File: src/rtl/key_window_scheduler.sv
// Presents one of three stored keys to a locked core in phase-aligned windows.
// All state advances on the falling edge, in lockstep with the core's window counter.
module key_window_scheduler #(
  parameter int unsigned KEY_W   = 9,
  parameter int unsigned WIN_LEN = 9,
  parameter int unsigned PH_W    = 5
) (
  input  logic             clk,
  input  logic             rst,
  input  logic             cfg_valid,
  input  logic [1:0]       cfg_idx,
  input  logic [KEY_W-1:0] cfg_key,
  output logic             cfg_ready,
  output logic             cfg_err,
  input  logic             start,
  input  logic             stop,
  output logic [KEY_W-1:0] key_out,
  output logic [1:0]       win_idx,
  output logic [PH_W-1:0]  phase,
  output logic             wrap,
  output logic             armed,
  output logic             running
);

  localparam int unsigned    PERIOD  = 3 * WIN_LEN;
  localparam logic [PH_W-1:0] PH_LAST = PH_W'(PERIOD - 1);
  localparam logic [PH_W-1:0] PH_WIN1 = PH_W'(WIN_LEN);
  localparam logic [PH_W-1:0] PH_WIN2 = PH_W'(2 * WIN_LEN);

  typedef enum logic [1:0] {
    S_IDLE  = 2'd0,
    S_ARMED = 2'd1,
    S_PEND  = 2'd2,
    S_RUN   = 2'd3
  } state_e;

  state_e           state_q, state_d;
  logic [PH_W-1:0]  phase_q, phase_d;
  logic [KEY_W-1:0] key0_q, key0_d, key1_q, key1_d, key2_q, key2_d;
  logic [2:0]       mask_q, mask_d;
  logic             cfg_err_q, cfg_err_d;
  logic             wr_ok;

  always_ff @(negedge clk or posedge rst) begin
    if (rst) begin
      state_q   <= S_IDLE;
      phase_q   <= '0;
      key0_q    <= '0;
      key1_q    <= '0;
      key2_q    <= '0;
      mask_q    <= '0;
      cfg_err_q <= 1'b0;
    end else begin
      state_q   <= state_d;
      phase_q   <= phase_d;
      key0_q    <= key0_d;
      key1_q    <= key1_d;
      key2_q    <= key2_d;
      mask_q    <= mask_d;
      cfg_err_q <= cfg_err_d;
    end
  end

  // Next-state: free-running phase, key bank writes, and the run-control FSM.
  always_comb begin
    phase_d   = (phase_q == PH_LAST) ? '0 : phase_q + PH_W'(1);
    key0_d    = key0_q;
    key1_d    = key1_q;
    key2_d    = key2_q;
    mask_d    = mask_q;
    state_d   = state_q;
    wr_ok     = cfg_valid && cfg_ready && (cfg_idx != 2'd3);
    cfg_err_d = cfg_valid && !wr_ok;

    if (wr_ok) begin
      case (cfg_idx)
        2'd0:    begin key0_d = cfg_key; mask_d[0] = 1'b1; end
        2'd1:    begin key1_d = cfg_key; mask_d[1] = 1'b1; end
        2'd2:    begin key2_d = cfg_key; mask_d[2] = 1'b1; end
        default: ;
      endcase
    end

    // stop always wins; PEND only enters RUN on the edge where phase returns to 0
    case (state_q)
      S_IDLE:  if (&mask_d) state_d = S_ARMED;
      S_ARMED: if (start && !stop) state_d = S_PEND;
      S_PEND: begin
        if (stop) state_d = S_ARMED;
        else if (phase_q == PH_LAST) state_d = S_RUN;
      end
      S_RUN:   if (stop) state_d = S_ARMED;
      default: state_d = S_IDLE;
    endcase
  end

  // Outputs decoded directly from state, phase and bank so keys track the window with no lag.
  always_comb begin
    cfg_ready = (state_q == S_IDLE) || (state_q == S_ARMED);
    cfg_err   = cfg_err_q;
    phase     = phase_q;
    wrap      = (phase_q == PH_LAST);
    armed     = &mask_q;
    running   = (state_q == S_RUN);
    win_idx   = 2'd2;
    if (phase_q < PH_WIN1)      win_idx = 2'd0;
    else if (phase_q < PH_WIN2) win_idx = 2'd1;
    key_out = '0;
    if (state_q == S_RUN) begin
      case (win_idx)
        2'd0:    key_out = key0_q;
        2'd1:    key_out = key1_q;
        default: key_out = key2_q;
      endcase
    end
  end

endmodule

File: config.mk
export PLATFORM = sky130hd
export DESIGN_NAME = key_window_scheduler
export DESIGN_NICKNAME = d
export VERILOG_FILES = /design/src/rtl/key_window_scheduler.sv
export SDC_FILE = /design/constraint.sdc
export NUM_CORES = 1
export LEC_CHECK = 0
export ABC_AREA = 1
export ABC_CLOCK_PERIOD_IN_PS = 2470
export BUFFER_PORTS_ARGS = -buffer_cell sky130_fd_sc_hd__buf_2
export CAP_MARGIN = 20
export CORE_UTILIZATION = 55
export CTS_BUF_LIST = sky130_fd_sc_hd__clkbuf_8
export CTS_CLUSTER_DIAMETER = 30
export DETAILED_ROUTE_END_ITERATION = 16
export PLACE_DENSITY = 0.79
export SYNTH_ARGS = -nofsm -noshare
export SYNTH_HDL_FRONTEND = slang
export SYNTH_SLANG_ARGS = --single-unit
File: constraint.sdc
create_clock -name clk -period 2.47 [get_ports clk]
set_input_delay 0.1235 -clock clk [delete_from_list [all_inputs] [get_ports clk]]
set_output_delay 0.1235 -clock clk [all_outputs]
set_load 0.01 [all_outputs]
# Word-level counts from Yosys, hierarchy flattened
# Index checks and enable logic that the tools add are counted.
# classes
addsub	1
n_lt_le_gt_ge	2
eq_ne	12
n_mux	15
reduce_logical	16
# ops
operator	n
$pmux W9 S2	1
$mux W2	7
$mux W9	1
$ne A2 B2 Y1 const B	4
$pmux W2 S4	1
$eq A2 B1 Y1 const B	3
$eq A2 B2 Y1 const B	3
$logic_not A2 Y1	3
$reduce_and A2 Y1	3
$reduce_and A3 Y1	2
$add A5 B1 Y5 const B	1
$eq A5 B5 Y1 const B	1
$lt A5 B4 Y1 const B	1
$lt A5 B5 Y1 const B	1
$mux W5	1
$logic_and A1 B1 Y1	4
$reduce_and A4 Y1	1
$mux W1	3
$mux W3	1
$ne A3 B3 Y1 const B	1
$logic_not A1 Y1	2
$logic_or A1 B1 Y1	1
# totals
ff_bits	38
inputBits	16
output_inout_bits	21
elab_cells	53

# Logic depth before layout (Yosys ltp)
# logic_depth
depth_word	8
depth_mapped	11
ltp_nobuf	11

==> results.md <==
- The via-per-instance ratio is 5.31.
- The largest single stage delay on the critical path is 350 ps.
- The pre-antenna-repair detailed-routing pass consisted of 4 iterations.
- The insertion delay to the later sink of the worst-skew pair is 300 ps.
- The register-to-register setup slack is 530 ps.
- The number of nets in the synthesized netlist is 282.
- The kind of cell adding the most delay to the critical path is buffers and inverters.
- Compared with the post-synthesis result, the final layout area differs by 48.4%.
- The capturing element type of the critical path is a primary output.
- The floorplan has 21 rows.
- Among all stages on the critical path, the largest delay is contributed by dfrtn_1.
- The antenna violation net count after detailed routing is 0.
- The quantity of I/O buffers inserted on ports is 36.
- The clock drives 38 sinks.
- The total die area is 3790 µm².
- The critical path is of the flip-flop to primary output type.
- The transition time at the pin with the least slew margin is 487 ps.
- In this run the tightest slew margin relative to its limit is 67.5%.
- The path class of the tightest hold or removal check is flip-flop to flip-flop.
- Together, buffers and inverters on the worst path number 5.
- Power spread over the standard cell area amounts to 840 nW/µm².
- The path with the worst hold slack has its endpoint at key2_q[8]$_DFFE_NP0P_.
- The final routed DRC violation total is 0.
- The region available for standard cell placement spans 3360 µm².
- For this run, the register share of the synthesized area comes to 48.8%.
- The final reports fail on negative setup slack.
- Buffers inserted to repair hold after CTS numbered 0.
- The worst hold path begins at key2_q[8]$_DFFE_NP0P_.
- The utilization of the core after routing is 86.0%.
- The count of distinct cell types in the synthesized netlist is 22.
- The CTS tree is built.
- The final RePlAce weighted congestion is 0.806.
- In this run the deepest clock path goes through 2 buffers.
- The clock edge transition at the registers on the reported setup and hold paths is 60 ps.
- The routed design has 6.12 mm of wire.
- The wire length of the first global-routing pass is 7.07 mm.
- The initial detailed-routing violation count is 153.
- Of all nets on the critical path, the largest fanout is 6.
- Global routing finished with a remaining overflow of 0.
- Sorting the synthesized cells by area gives the leading types as dfrtn_1 (49%), nand2_1 (23%), inv_1 (6.4%).
- The initial utilization of the core area, before any placement, comes to 58.0%.
- The data arrival time at the worst-slack endpoint is 2890 ps.
- The largest net degree at the start of global routing is 39.
- The floorplan step set the die height to 61.5 µm.
- The half-perimeter wire length after placement is 2.92 mm.
- The worst clock skew on the final layout is 8.79 ps.
- Hold timing on the final database bottoms out at a slack of 423 ps.
- The critical path goes through inv_2 -> nand2_4 -> o21ai_4 -> nand2_4 -> inv_8 -> buf_6 -> nand2_2 -> nand3_2 -> nand2_2 -> inv_2 -> buf_6.
- The post-route standard cell area excluding fillers is 2890 µm².
- The count of boundary I/O pins is 37.
- The area share of the largest cell type after synthesis is 48.8%.
- The leakage power of the design is 0.00161 µW.
- The synthesized design contains 38 register bits.
- The final layout contains 356 nets.
- Max-cap violations in this run came to 0.
- VDD sags by at most 0.000680 V.
- Synthesis produced a netlist whose cell count is 259.
- Setup repair after global routing could not meet its margin everywhere.
- The worst register-to-register path has a depth of 10.
- The die width is 61.5 µm.
- The total count of hold-check failures in the final report is 0.
- The maximum level of the CTS H-tree is 2.
- The cell sitting at the root of the clock tree is a clkbuf_8.
- The number of antenna violations at the first check in global routing came to 0.
- After synthesis the cells add up to 1950 µm².
- TritonCTS created 5 clock buffers.
- The flow ran to the end, but the final reports show violations.
- The critical path required time is 2350 ps.
- Yosys printed 0 warnings.
- The overall power is 2430 µW.
- The number of cells on the worst hold path is 2.
- A synthesized cell averages 7.53 µm².
- Setup violations remaining at the end of the flow were counted as 15.
- The post-layout worst setup margin is -540 ps.
- The via count of the first global-routing pass is 1589.
- The count of antenna diodes in the layout is 0.
- The number of max-slew violations in the final report is 0.
- The worst register-to-register path begins at state_q[0]$_DFFE_NP0P_.
- The total routing usage reported by global routing is 26.5%.
- The average wire length per cell after detail routing is 16.1 µm.
- The via count is 2019.
- The category of the worst setup path launch point is a flip-flop.
- The worst reg2reg path endpoint is key0_q[4]$_DFFE_NP0P_.
- After detailed placement, the total cell area comes to 2320 µm².
- The leading area contributor after synthesis is dfrtn_1.
- Of the cells placed in the final design, the portion with a size suffix greater than 1 is 41.9%.
-- worst max path at each step --
stage | cells after the start | slack (ps) | to | from
final | 11 | -540 | key_out[1] | phase[2]$_DFF_NP0_
after global routing | 11 | -640 | key_out[1] | phase[2]$_DFF_NP0_
after global placement | 10 | -100 | key_out[5] | phase[2]$_DFF_NP0_
after CTS | 10 | -440 | key_out[5] | phase[2]$_DFF_NP0_
after floorplan | 6 | -40 | win_idx[0] | phase[2]$_DFF_NP0_
after detailed placement | 10 | -130 | key_out[5] | phase[2]$_DFF_NP0_
-- worst reg2reg max path, stage by stage (launching register included) --
cell      delay [ps]
dfrtn_1          460
buf_6            150
inv_4             40
ha_4             150
inv_2             40
nand2_2           60
buf_4            140
nand3_1          110
clkinv_1         320
nand2_1          210
nand2_1           80
-- layout by cell type, fill, tap and decap left out, types with 2 or more instances in the layout --
cell type / n
o21ai_2: 2
inv_2: 17
inv_4: 3
nand2_4: 4
nand2_1: 104
dfrtn_1: 38
clkbuf_8: 5
nand3_2: 8
o21ai_4: 2
inv_1: 17
clkinv_2: 2
nor2_1: 7
buf_4: 21
nand2_2: 16
nand3_1: 9
buf_2: 22
ha_1: 3
buf_6: 25
o21ai_0: 8
a21boi_0: 2
ha_4: 4
a21oi_1: 2
-- through the flow --
step,setup TNS (ps),setup WS (ps),std cells
after detailed placement,-1100,-132,356
after global placement,-761,-96.8,356
after CTS,-4800,-438,368
after global routing,-6610,-636,380
after floorplan,-267,-39.1,259
final,-5630,-540,380
-- cells in the mapped netlist (all sizes together) --
master  number
buf          4
clkinv       1
inv         39
nand4        1
a21oi        2
xor2         1
ha           7
nand2      123
a21boi       2
nand3       17
xnor2        1
nor2         9
o21ai       13
dfrtn       38
nor3         1
-- routing by layer --
layer  global-route usage, %  vias up  routed length [µm]
met5                       0        -                   0
met4                    12.1        0                 190
met3                    4.62       23                 491
met2                    42.7      101                3130
met1                    35.2      963                2310
li1                        -      932                   -
-- what timing repair did --
item                       CTS  global route
pin swaps                    2            19
gates resized for setup     13            71
setup endpoints to repair   14            17
setup buffers                4            11
gates cloned                 0             3
-- power breakdown --
group,switching (µW),leakage [µW],total [µW],internal (µW)
Sequential,156,0.000455,1020,867
Clock,236,0.0000579,534,297
Combinational,488,0.00109,874,386
-- final cells by class --
type                    count  area [µm²]
well taps                  46        57.6
fillers                   191         470
flip-flops and latches     38         951
clock buffers               5        68.8
multi-input cells         178        1010
clock inverters             3        40.0
repair buffers             70         594
inverters                  40         170
-- cell families after synthesis --
group                    count (synthesis)  synth area share [%]
XOR/XNOR                                 2                 0.899
AO/OA/AOI/OAI                           17                  5.20
AND/OR/NAND/NOR                        151                  31.5
flip-flops                              38                  48.8
adder cells (fa/ha/maj)                  7                  4.49
buffers and inverters                   44                  9.18
-- state kept, by name, indices dropped and copies added, names as in the netlist --
signal / flops
cfg_err: 1
key0_q: 9
key1_q: 9
key2_q: 9
mask_q: 3
phase: 5
state_q: 2
No activity file was read; power rests on OpenSTA's default activity.
